File: src/rtl/alu_seq_md.sv
// alu_seq_md: registered EX-stage ALU.
// Single-cycle ops (arith, logic, compare, shift) finish in one clock.
// Iterative multiply/divide runs in a small FSM and writes internal HI/LO.
//
// Handshake: start is sampled only at an edge where busy=0 (FSM in IDLE).
// A single-cycle op raises done for the next cycle with busy staying 0.
// A multi-cycle op raises busy from the accepting edge through the FIX cycle.
// done then pulses for one cycle as busy falls.
// A start presented while busy=1 is dropped; it is neither latched nor queued.
// A start presented during the done cycle is accepted, so ops can run back to back.
module alu_seq_md #(
  parameter int WIDTH = 32,
  parameter int SHW   = 5
) (
  input  logic             clk,
  input  logic             rst,
  input  logic             start,
  input  logic [3:0]       op,
  input  logic [WIDTH-1:0] x,
  input  logic [WIDTH-1:0] y,
  input  logic [SHW-1:0]   const_amt,
  input  logic             amt_sel,
  output logic [WIDTH-1:0] result,
  output logic             zero_flag,
  output logic             ovf_flag,
  output logic [WIDTH-1:0] hi,
  output logic [WIDTH-1:0] lo,
  output logic             div_by_zero,
  output logic             busy,
  output logic             done,
  output logic [1:0]       dbg_state
);

  // Operation encoding
  localparam logic [3:0] OP_ADD   = 4'd0;
  localparam logic [3:0] OP_SUB   = 4'd1;
  localparam logic [3:0] OP_AND   = 4'd2;
  localparam logic [3:0] OP_OR    = 4'd3;
  localparam logic [3:0] OP_XOR   = 4'd4;
  localparam logic [3:0] OP_NOR   = 4'd5;
  localparam logic [3:0] OP_SLT   = 4'd6;
  localparam logic [3:0] OP_SLTU  = 4'd7;
  localparam logic [3:0] OP_SLL   = 4'd8;
  localparam logic [3:0] OP_SRL   = 4'd9;
  localparam logic [3:0] OP_SRA   = 4'd10;
  localparam logic [3:0] OP_MULT  = 4'd11;
  localparam logic [3:0] OP_MULTU = 4'd12;
  localparam logic [3:0] OP_DIV   = 4'd13;
  localparam logic [3:0] OP_DIVU  = 4'd14;

  // The step counter runs 0..WIDTH-1, giving one radix-2 step per CALC edge.
  localparam logic [SHW-1:0] CNT_LAST = SHW'(WIDTH - 1);
  localparam logic [SHW-1:0] CNT_ONE  = SHW'(1);

  typedef enum logic [1:0] {
    S_IDLE = 2'd0,
    S_CALC = 2'd1,
    S_FIX  = 2'd2
  } state_t;

  state_t state;
  state_t state_nxt;

  // Iterative engine registers. For multiply, {acc_hi, acc_lo} is the partial
  // product with the multiplier shifting out of acc_lo. For divide, acc_hi is
  // the partial remainder and acc_lo shifts the dividend out / quotient in.
  logic [WIDTH-1:0] acc_hi;
  logic [WIDTH-1:0] acc_lo;
  logic [WIDTH-1:0] opb;
  logic [SHW-1:0]   cnt;
  logic             neg_q;
  logic             neg_r;
  logic             dz;
  logic             is_div_r;

  // Operation decode
  logic is_multi;
  logic is_div;
  logic is_signed;
  logic dz_start;

  assign is_multi  = (op >= OP_MULT) && (op <= OP_DIVU);
  assign is_div    = (op == OP_DIV) || (op == OP_DIVU);
  assign is_signed = (op == OP_MULT) || (op == OP_DIV);
  assign dz_start  = is_div && (y == '0);

  assign busy      = (state != S_IDLE);
  assign dbg_state = state;

  // ---------------------------------------------------------------------------
  // Single-cycle ALU
  // ---------------------------------------------------------------------------
  // SUB, SLT and SLTU share one adder fed with ~y and a carry-in of 1.
  logic             alu_sub;
  logic [WIDTH-1:0] b_eff;
  logic [WIDTH:0]   sum_full;
  logic             c_out;
  logic             c_msb;
  logic             ovf_raw;
  logic             slt_bit;
  logic             sltu_bit;
  logic [SHW-1:0]   shamt;
  logic [WIDTH-1:0] alu_res;
  logic             alu_ovf;

  assign alu_sub  = (op == OP_SUB) || (op == OP_SLT) || (op == OP_SLTU);
  assign b_eff    = alu_sub ? ~y : y;
  assign sum_full = {1'b0, x} + {1'b0, b_eff} + {{WIDTH{1'b0}}, alu_sub};
  assign c_out    = sum_full[WIDTH];
  // Carry into the MSB recovered from the MSB sum bit and its two inputs.
  assign c_msb    = x[WIDTH-1] ^ b_eff[WIDTH-1] ^ sum_full[WIDTH-1];
  assign ovf_raw  = c_msb ^ c_out;
  // Sign of the true difference, valid even when x-y overflows.
  assign slt_bit  = sum_full[WIDTH-1] ^ ovf_raw;
  // x-y with no carry-out means a borrow, i.e. x<y unsigned.
  assign sltu_bit = ~c_out;
  assign shamt    = amt_sel ? x[SHW-1:0] : const_amt;

  // Select the single-cycle result; overflow only reported for ADD/SUB
  always_comb begin
    alu_res = '0;
    alu_ovf = 1'b0;
    case (op)
      OP_ADD, OP_SUB: begin
        alu_res = sum_full[WIDTH-1:0];
        alu_ovf = ovf_raw;
      end
      OP_AND:  alu_res = x & y;
      OP_OR:   alu_res = x | y;
      OP_XOR:  alu_res = x ^ y;
      OP_NOR:  alu_res = ~(x | y);
      OP_SLT:  alu_res = {{(WIDTH-1){1'b0}}, slt_bit};
      OP_SLTU: alu_res = {{(WIDTH-1){1'b0}}, sltu_bit};
      OP_SLL:  alu_res = y << shamt;
      OP_SRL:  alu_res = y >> shamt;
      OP_SRA:  alu_res = $unsigned($signed(y) >>> shamt);
      default: alu_res = '0;
    endcase
  end

  // ---------------------------------------------------------------------------
  // Iterative multiply / divide step logic
  // ---------------------------------------------------------------------------
  logic [WIDTH-1:0] x_mag;
  logic [WIDTH-1:0] y_mag;
  logic [WIDTH:0]   mul_sum;
  logic [WIDTH:0]   rem_sh;
  logic [WIDTH:0]   diff;
  logic [2*WIDTH-1:0] prod;
  logic [2*WIDTH-1:0] prod_fix;
  logic [WIDTH-1:0] q_fix;
  logic [WIDTH-1:0] r_fix;

  // Signed ops run on magnitudes; the sign is restored in FIX.
  assign x_mag = (is_signed && x[WIDTH-1]) ? -x : x;
  assign y_mag = (is_signed && y[WIDTH-1]) ? -y : y;

  // Shift-add multiply: conditionally add the multiplicand, then shift right.
  assign mul_sum = {1'b0, acc_hi} + {1'b0, (acc_lo[0] ? opb : {WIDTH{1'b0}})};

  // Restoring divide: bring in the next dividend bit and trial-subtract.
  // The partial remainder is always below the divisor, so bit WIDTH of diff
  // is set exactly when the trial subtraction borrows.
  assign rem_sh = {acc_hi, acc_lo[WIDTH-1]};
  assign diff   = rem_sh - {1'b0, opb};

  // Sign correction. MIN_INT / -1 needs no special case: the magnitude
  // quotient 2^(WIDTH-1) negates back onto itself with a zero remainder.
  assign prod     = {acc_hi, acc_lo};
  assign prod_fix = neg_q ? -prod : prod;
  assign q_fix    = neg_q ? -acc_lo : acc_lo;
  assign r_fix    = neg_r ? -acc_hi : acc_hi;

  // ---------------------------------------------------------------------------
  // FSM
  // ---------------------------------------------------------------------------
  // State register
  always_ff @(posedge clk) begin
    if (rst) state <= S_IDLE;
    else     state <= state_nxt;
  end

  // Next-state: divide by zero skips CALC and goes straight to FIX
  always_comb begin
    state_nxt = state;
    case (state)
      S_IDLE: begin
        if (start && is_multi) state_nxt = dz_start ? S_FIX : S_CALC;
      end
      S_CALC: begin
        if (cnt == CNT_LAST) state_nxt = S_FIX;
      end
      S_FIX:   state_nxt = S_IDLE;
      default: state_nxt = S_IDLE;
    endcase
  end

  // Datapath: operand capture, iteration, output registers and done pulse
  always_ff @(posedge clk) begin
    if (rst) begin
      result      <= '0;
      zero_flag   <= 1'b0;
      ovf_flag    <= 1'b0;
      hi          <= '0;
      lo          <= '0;
      div_by_zero <= 1'b0;
      done        <= 1'b0;
      acc_hi      <= '0;
      acc_lo      <= '0;
      opb         <= '0;
      cnt         <= '0;
      neg_q       <= 1'b0;
      neg_r       <= 1'b0;
      dz          <= 1'b0;
      is_div_r    <= 1'b0;
    end else begin
      done <= 1'b0;
      case (state)
        S_IDLE: begin
          if (start) begin
            if (is_multi) begin
              cnt      <= '0;
              neg_q    <= is_signed && (x[WIDTH-1] ^ y[WIDTH-1]);
              neg_r    <= (op == OP_DIV) && x[WIDTH-1];
              dz       <= dz_start;
              is_div_r <= is_div;
              acc_hi   <= '0;
              // On divide by zero the raw dividend is kept to become hi.
              acc_lo   <= dz_start ? x : x_mag;
              opb      <= y_mag;
            end else begin
              result    <= alu_res;
              zero_flag <= (alu_res == '0);
              ovf_flag  <= alu_ovf;
              done      <= 1'b1;
            end
          end
        end
        S_CALC: begin
          cnt <= cnt + CNT_ONE;
          if (is_div_r) begin
            if (!diff[WIDTH]) begin
              acc_hi <= diff[WIDTH-1:0];
              acc_lo <= {acc_lo[WIDTH-2:0], 1'b1};
            end else begin
              acc_hi <= rem_sh[WIDTH-1:0];
              acc_lo <= {acc_lo[WIDTH-2:0], 1'b0};
            end
          end else begin
            acc_hi <= mul_sum[WIDTH:1];
            acc_lo <= {mul_sum[0], acc_lo[WIDTH-1:1]};
          end
        end
        S_FIX: begin
          done        <= 1'b1;
          div_by_zero <= dz;
          if (dz) begin
            hi <= acc_lo;
            lo <= '1;
          end else if (is_div_r) begin
            hi <= r_fix;
            lo <= q_fix;
          end else begin
            hi <= prod_fix[2*WIDTH-1:WIDTH];
            lo <= prod_fix[WIDTH-1:0];
          end
        end
        default: ;
      endcase
    end
  end

endmodule
File: config.mk
export PLATFORM = sky130hd
export DESIGN_NAME = alu_seq_md
export DESIGN_NICKNAME = d
export VERILOG_FILES = /design/src/rtl/alu_seq_md.sv
export SDC_FILE = /design/constraint.sdc
export NUM_CORES = 1
export LEC_CHECK = 0
export CAP_MARGIN = 20
export CORE_AREA = 2 2 397 202
export DETAILED_ROUTE_END_ITERATION = 16
export DIE_AREA = 0 0 399 204
export SYNTH_ARGS = -nofsm -noshare
export SYNTH_HDL_FRONTEND = slang
export SYNTH_SLANG_ARGS = --single-unit
File: constraint.sdc
create_clock -name clk -period 8.9 [get_ports clk]
set_clock_uncertainty 0.2 [all_clocks]
set_input_delay 2.67 -clock clk [delete_from_list [all_inputs] [get_ports clk]]
set_output_delay 2.67 -clock clk [all_outputs]
set_load 0.03 [all_outputs]
## Word-level counts from Yosys, hierarchy flattened

Cells that the tools add are included.

| cells by class | value |
|---|---|
| add/subtract/negate cells | 10 |
| order comparisons | 2 |
| equality and inequality tests | 20 |
| shifts and indexed selects | 3 |
| muxes and demuxes | 35 |
| bitwise gates (word level) | 12 |
| reductions and logical operators | 22 |

Operator list:

| cell | count |
|---|---|
| $mux 32 | 18 |
| $pmux 32 s10 | 1 |
| $neg 32->32 | 4 |
| $pmux 32 s2 | 2 |
| $add 32x32->33 | 2 |
| $logic_not 32->1 | 2 |
| $mux 64 | 1 |
| $neg 64->64 | 1 |
| $not 32->32 | 2 |
| $add 33x1->33 | 1 |
| $sub 33x32->33 | 1 |
| $and 32x32->32 | 1 |
| $or 32x32->32 | 1 |
| $shl 32x5->32 | 1 |
| $shr 32x5->32 | 1 |
| $sshr 32x5->32 | 1 |
| $xor 32x32->32 | 1 |
| $eq 4x4->1 const B | 6 |
| $eq 4x3->1 const B | 4 |
| $mux 5 | 3 |
| $pmux 5 s2 | 1 |
| $reduce_and 3->1 | 3 |
| $eq 4x2->1 const B | 2 |
| $ne 2x2->1 const B | 4 |
| other kinds (20) | 40 |

| storage, ports and cells | value |
|---|---|
| register bits | 207 |
| input port bits | 77 |
| output and inout port bits | 103 |
| logic and storage cells | 120 |

## Longest topological paths before layout

| depth | value |
|---|---|
| depth in word-level cells | 11 |
| depth in mapped cells | 20 |
| gate-level depth less buffers | 15 |

## Worst setup path before layout

No wires, ideal clock.

| timing path | value |
|---|---|
| path kind | input-to-reg |
| from | in op[1] |
| to | reg zero_flag |
| setup time | 0.076 ns |
| data arrival time | 7.352 ns |
| required time | 8.624 ns |
| path slack | 1.272 ns |
| stages on the path | 20 |
| buffers on the path | 5 |
| cells stage by stage | buf_6 > clkbuf_1 > clkbuf_1 > nand2_1 > a21oi_1 > clkbuf_1 > xnor2_1 > ha_1 > clkbuf_1 > a21oi_1 > o21ai_0 > nor3_1 > a221oi_2 > a21oi_1 > nand4b_1 > a311oi_2 > nand2_1 > or4_1 > or4_1 > o22ai_1 |

| between the ends | value |
|---|---|
| word-level cells in the longest chain between the ends | 11 |
| elaborated cells between the ends (all ways) | 29 |
| those cells by class | 2 x add/sub; 2 x order compare; 10 x eq/ne; 2 x mux; 6 x bitwise; 7 x reduce/logical |

Ends and longest elaborated chain:

| item | RTL line | RTL |
|---|---|---|
| start: declaration | 18 | `input logic [3:0] op,` |
| $eq 4x1->1 / $eq 4x3->1 (equally long branches) | 106, 123 |  |
| $logic_or 1x1->1 (2 in a row) | 106 | `assign alu_sub = (op == OP_SUB) \|\| (op == OP_SLT) \|\| (op == OP_SLTU);` |
| $mux 32 | 107 | `assign b_eff = alu_sub ? ~y : y;` |
| $add 32x32->33 | 108 | `assign sum_full = {1'b0, x} + {1'b0, b_eff} + {{WIDTH{1'b0}}, alu_sub};` |
| $add 33x1->33 | 108 |  |
| $xor 1x1->1 | 111 | `assign c_msb = x[WIDTH-1] ^ b_eff[WIDTH-1] ^ sum_full[WIDTH-1];` |
| $xor 1x1->1 | 112 | `assign ovf_raw = c_msb ^ c_out;` |
| $xor 1x1->1 | 114 | `assign slt_bit = sum_full[WIDTH-1] ^ ovf_raw;` |
| $pmux 32 s10 | 123 | `case (op)` |
| $logic_not 32->1 | 233 | `zero_flag <= (alu_res == '0);` |
| end signal: assignment | 233 |  |
| end: declaration | 24 | `output logic zero_flag,` |

Several ways; a longest one is shown, not always the timed one.
A chain may end at the register's enable or synchronous reset.

## Final worst setup path

Ends and elaborated chain as after synthesis.

==> out/summary.txt <==
status -> complete, no violations
commonest non-fill, non-tap cells in the layout -> nor2_1, nand2_1, o21ai_0
initial DRC count -> 4,268
share of the yosys chip area belonging to registers -> 0.1781
R2R Setup Slk -> 3.74 ns
Hold Crit Endpoint -> hi[0]
DR vias/cell -> 6.232
setup TNS -> 0 ns
max layer used -> met5
final total power -> 3.637 mW
EDFF count, synth -> 0
crit-path max FO -> 27
Pleak -> 10.27 nW
Syn Inst Count -> 3,125
Total GRT Usage -> 0.3196
DRT Pass-1 Iters -> 6
clk_lat worst skew -> 0.56 ns
worst-margin pin slew -> 1.268 ns
final setup violation count -> 0
Die Span X -> 399 µm
vias in the first global route -> 23,727
RSZ-0062 raised after global routing -> false
Power Dens Cells -> 131.7 nW/µm²
post-cts resize count -> 0
arrival time worst endpoint -> 8.48 ns
max frequency -> 121.9 MHz
Final Hold Viols -> 0
RD Place Congestion -> 1.138
Slew Limit Headroom -> 0.1508
Net Sw Frac -> 0.4316
Worst Hold Class -> flip-flop to flip-flop
syn nets -> 3,374
post-CTS setup-driven buffer insertion count -> 0
gr ovfl total -> 0
wl on met1 -> 64,850 µm
Reg2Reg Capture Point -> acc_hi[8]
Clock Sink Count -> 207
asr flop ratio synth -> 0
post-synthesis cell area -> 23,270 µm²
Slew Limit Fails -> 0
num rows -> 73
CTS tree -> built
sequential share of power -> 0.281
Crit. End Element -> flip-flop
CTS max path bufs -> 3
met3 WL post-DR -> 25,150 µm
number of CTS-inserted buffers -> 22
R2R depth -> 16
r2r startpoint -> acc_lo[31]
net switching power of the design -> 1.570 mW
Initial Utilization -> 0.2970
Die Ht -> 204 µm
Die ar. -> 81,400 µm²
main flop type after synthesis -> dfxtp_1
commonest non-fill, non-tap cell in the layout -> nor2_1
yosys warns -> 0
HPWL after detailed placement -> 109,100 µm
largest net degree at the start of global routing -> 76
VDD IR-drop max -> 0.0001153 V
syn avg cell area -> 7.448 µm²
root buf cell -> clkbuf_16
# port buffers -> 179
hold_sp -> hi[0]
Clock power frac -> 0.271
Period Utilization, post-route -> 0.9216
Max-Cap Viols -> 0
layout cells sized above 1 -> 0.1002
DP Cell Count -> 4,282
#FFs+latches synth -> 207
drt wl/cell -> 31.33 µm
core footprint -> 78,370 µm²
Antenna diodes -> 0
Antenna Nets Post-Route -> 0
Hold Buf Count CTS -> 0
initial antenna violation count -> 5
Finished Layout Cells -> 4,323
Remaining DRCs -> 0
P&R area growth vs syn -> 18.68%
hold path depth -> 2
Detailed Route WL -> 135,400 µm
internal power -> 2.067 mW
Vias -> 26,941
post-layout minimum cycle time -> 8.202 ns
crit path launch type -> input port
met2 wire len -> 43,060 µm
Final #Nets -> 3,507
combinational power share -> 0.448
Worst EP required -> 9.18 ns
IO Pins -> 180
global-route wire length before repair -> 185,700 µm
Worst Setup Path Type -> input port to flip-flop
htree depth -> 1
synth unique cells -> 89
Clk pin slew, worst setup/hold paths -> 0.07 ns
## power groups by stage
stage,clock network [mW],logic [mW],registers (mW)
after floorplan,0,0.865,1.04
after global placement,0,1.54,1.04
final,0.986,1.63,1.02
after CTS,0.994,1.53,1.02
after detailed placement,0,1.52,1.04
after global routing,1.04,1.68,1.02
## critical path, cell delays in order
cell,delay (ns)
clkdlybuf4s50_1,0.56
buf_4,0.33
nand2_1,0.14
a21oi_4,0.15
buf_4,0.39
xnor2_1,0.12
ha_1,0.44
nand2_1,0.11
buf_4,0.17
nor2_1,0.38
nand3_1,0.45
a311o_1,0.47
a21oi_1,0.19
mux2i_1,0.09
nor3_1,0.43
nand2_1,0.09
or4_1,0.52
or4_1,0.53
o22ai_1,0.18
## cells in the mapped netlist (all sizes together), types with 26 or more instances
| cell type | instances | area, µm² |
|---|---|---|
| nand2 | 302 | 1134 |
| o211ai | 33 | 247.7 |
| mux4 | 56 | 1265 |
| o21ai | 224 | 1121 |
| a22oi | 30 | 230.2 |
| a211oi | 163 | 1229 |
| clkbuf | 208 | 780.8 |
| mux2i | 122 | 1254 |
| o31ai | 28 | 210.2 |
| ha | 169 | 2115 |
| dfxtp | 207 | 4144 |
| xor2 | 51 | 446.7 |
| xnor2 | 168 | 1471 |
| inv | 139 | 521.8 |
| o22ai | 47 | 294.0 |
| nor4 | 28 | 187.7 |
| nor2 | 325 | 1220 |
| nand4 | 34 | 212.7 |
| a31oi | 33 | 206.5 |
| nand3 | 54 | 270.3 |
| nor2b | 26 | 162.7 |
| a21o | 46 | 345.3 |
| buf | 41 | 227.7 |
| a21oi | 219 | 1100 |
| nor3 | 68 | 345.3 |
## logic make-up after synthesis
logic type | count (synthesis) | synth area share
XOR/XNOR | 219 | 0.08241
AO/OA/AOI/OAI | 992 | 0.2792
multiplexers | 188 | 0.1131
adder cells (fa/ha/maj) | 172 | 0.09344
flip-flops | 207 | 0.1781
buffers and inverters | 391 | 0.06623
AND/OR/NAND/NOR | 956 | 0.1876
## final cells by class
class | count | area, µm²
Clock inverter | 9 | 111.4
Inverter | 142 | 533.0
Clock buffer | 30 | 630.6
Sequential cell | 207 | 4149
Tap cell | 1050 | 1314
Multi-Input combinational cell | 2527 | 17740
Fill cell | 8456 | 50750
Timing Repair Buffer | 358 | 3146
## routing by layer
layer,vias to the layer above,GRT usage
li1,11814,-
met1,13155,0.4943
met2,1836,0.3460
met3,130,0.2058
met4,6,0.03813
met5,-,0.03869
## stage by stage
step	instance area [µm²]	utilization	setup WS (ns)	hold slack [ns]
floorplan	23270	-	1.272	0.2319
global placement	26860	0.3428	0.3848	0.2453
detailed placement	26860	0.3428	0.3760	0.2487
CTS	27600	0.3522	0.9317	0.2572
global route	27620	0.3524	0.6676	0.2744
finish	27620	0.3524	0.6977	0.2571
## registers in the layout, indices dropped and copies added, names as in the netlist, 2 cells and up
register,count
cnt,5
opb,32
dbg_state,2
lo,32
hi,32
result,32
acc_lo,32
acc_hi,32
## worst max-delay path by stage
stage | endpoint | slack, ns | from | depth (start not counted)
finish | zero_flag | 0.70 | op[1] | 19
floorplan | zero_flag | 1.27 | op[1] | 20
global placement | zero_flag | 0.38 | op[1] | 19
CTS | zero_flag | 0.93 | op[1] | 19
detailed placement | zero_flag | 0.38 | op[1] | 19
global route | zero_flag | 0.67 | op[1] | 19
Power figures use the tool's default switching activity.
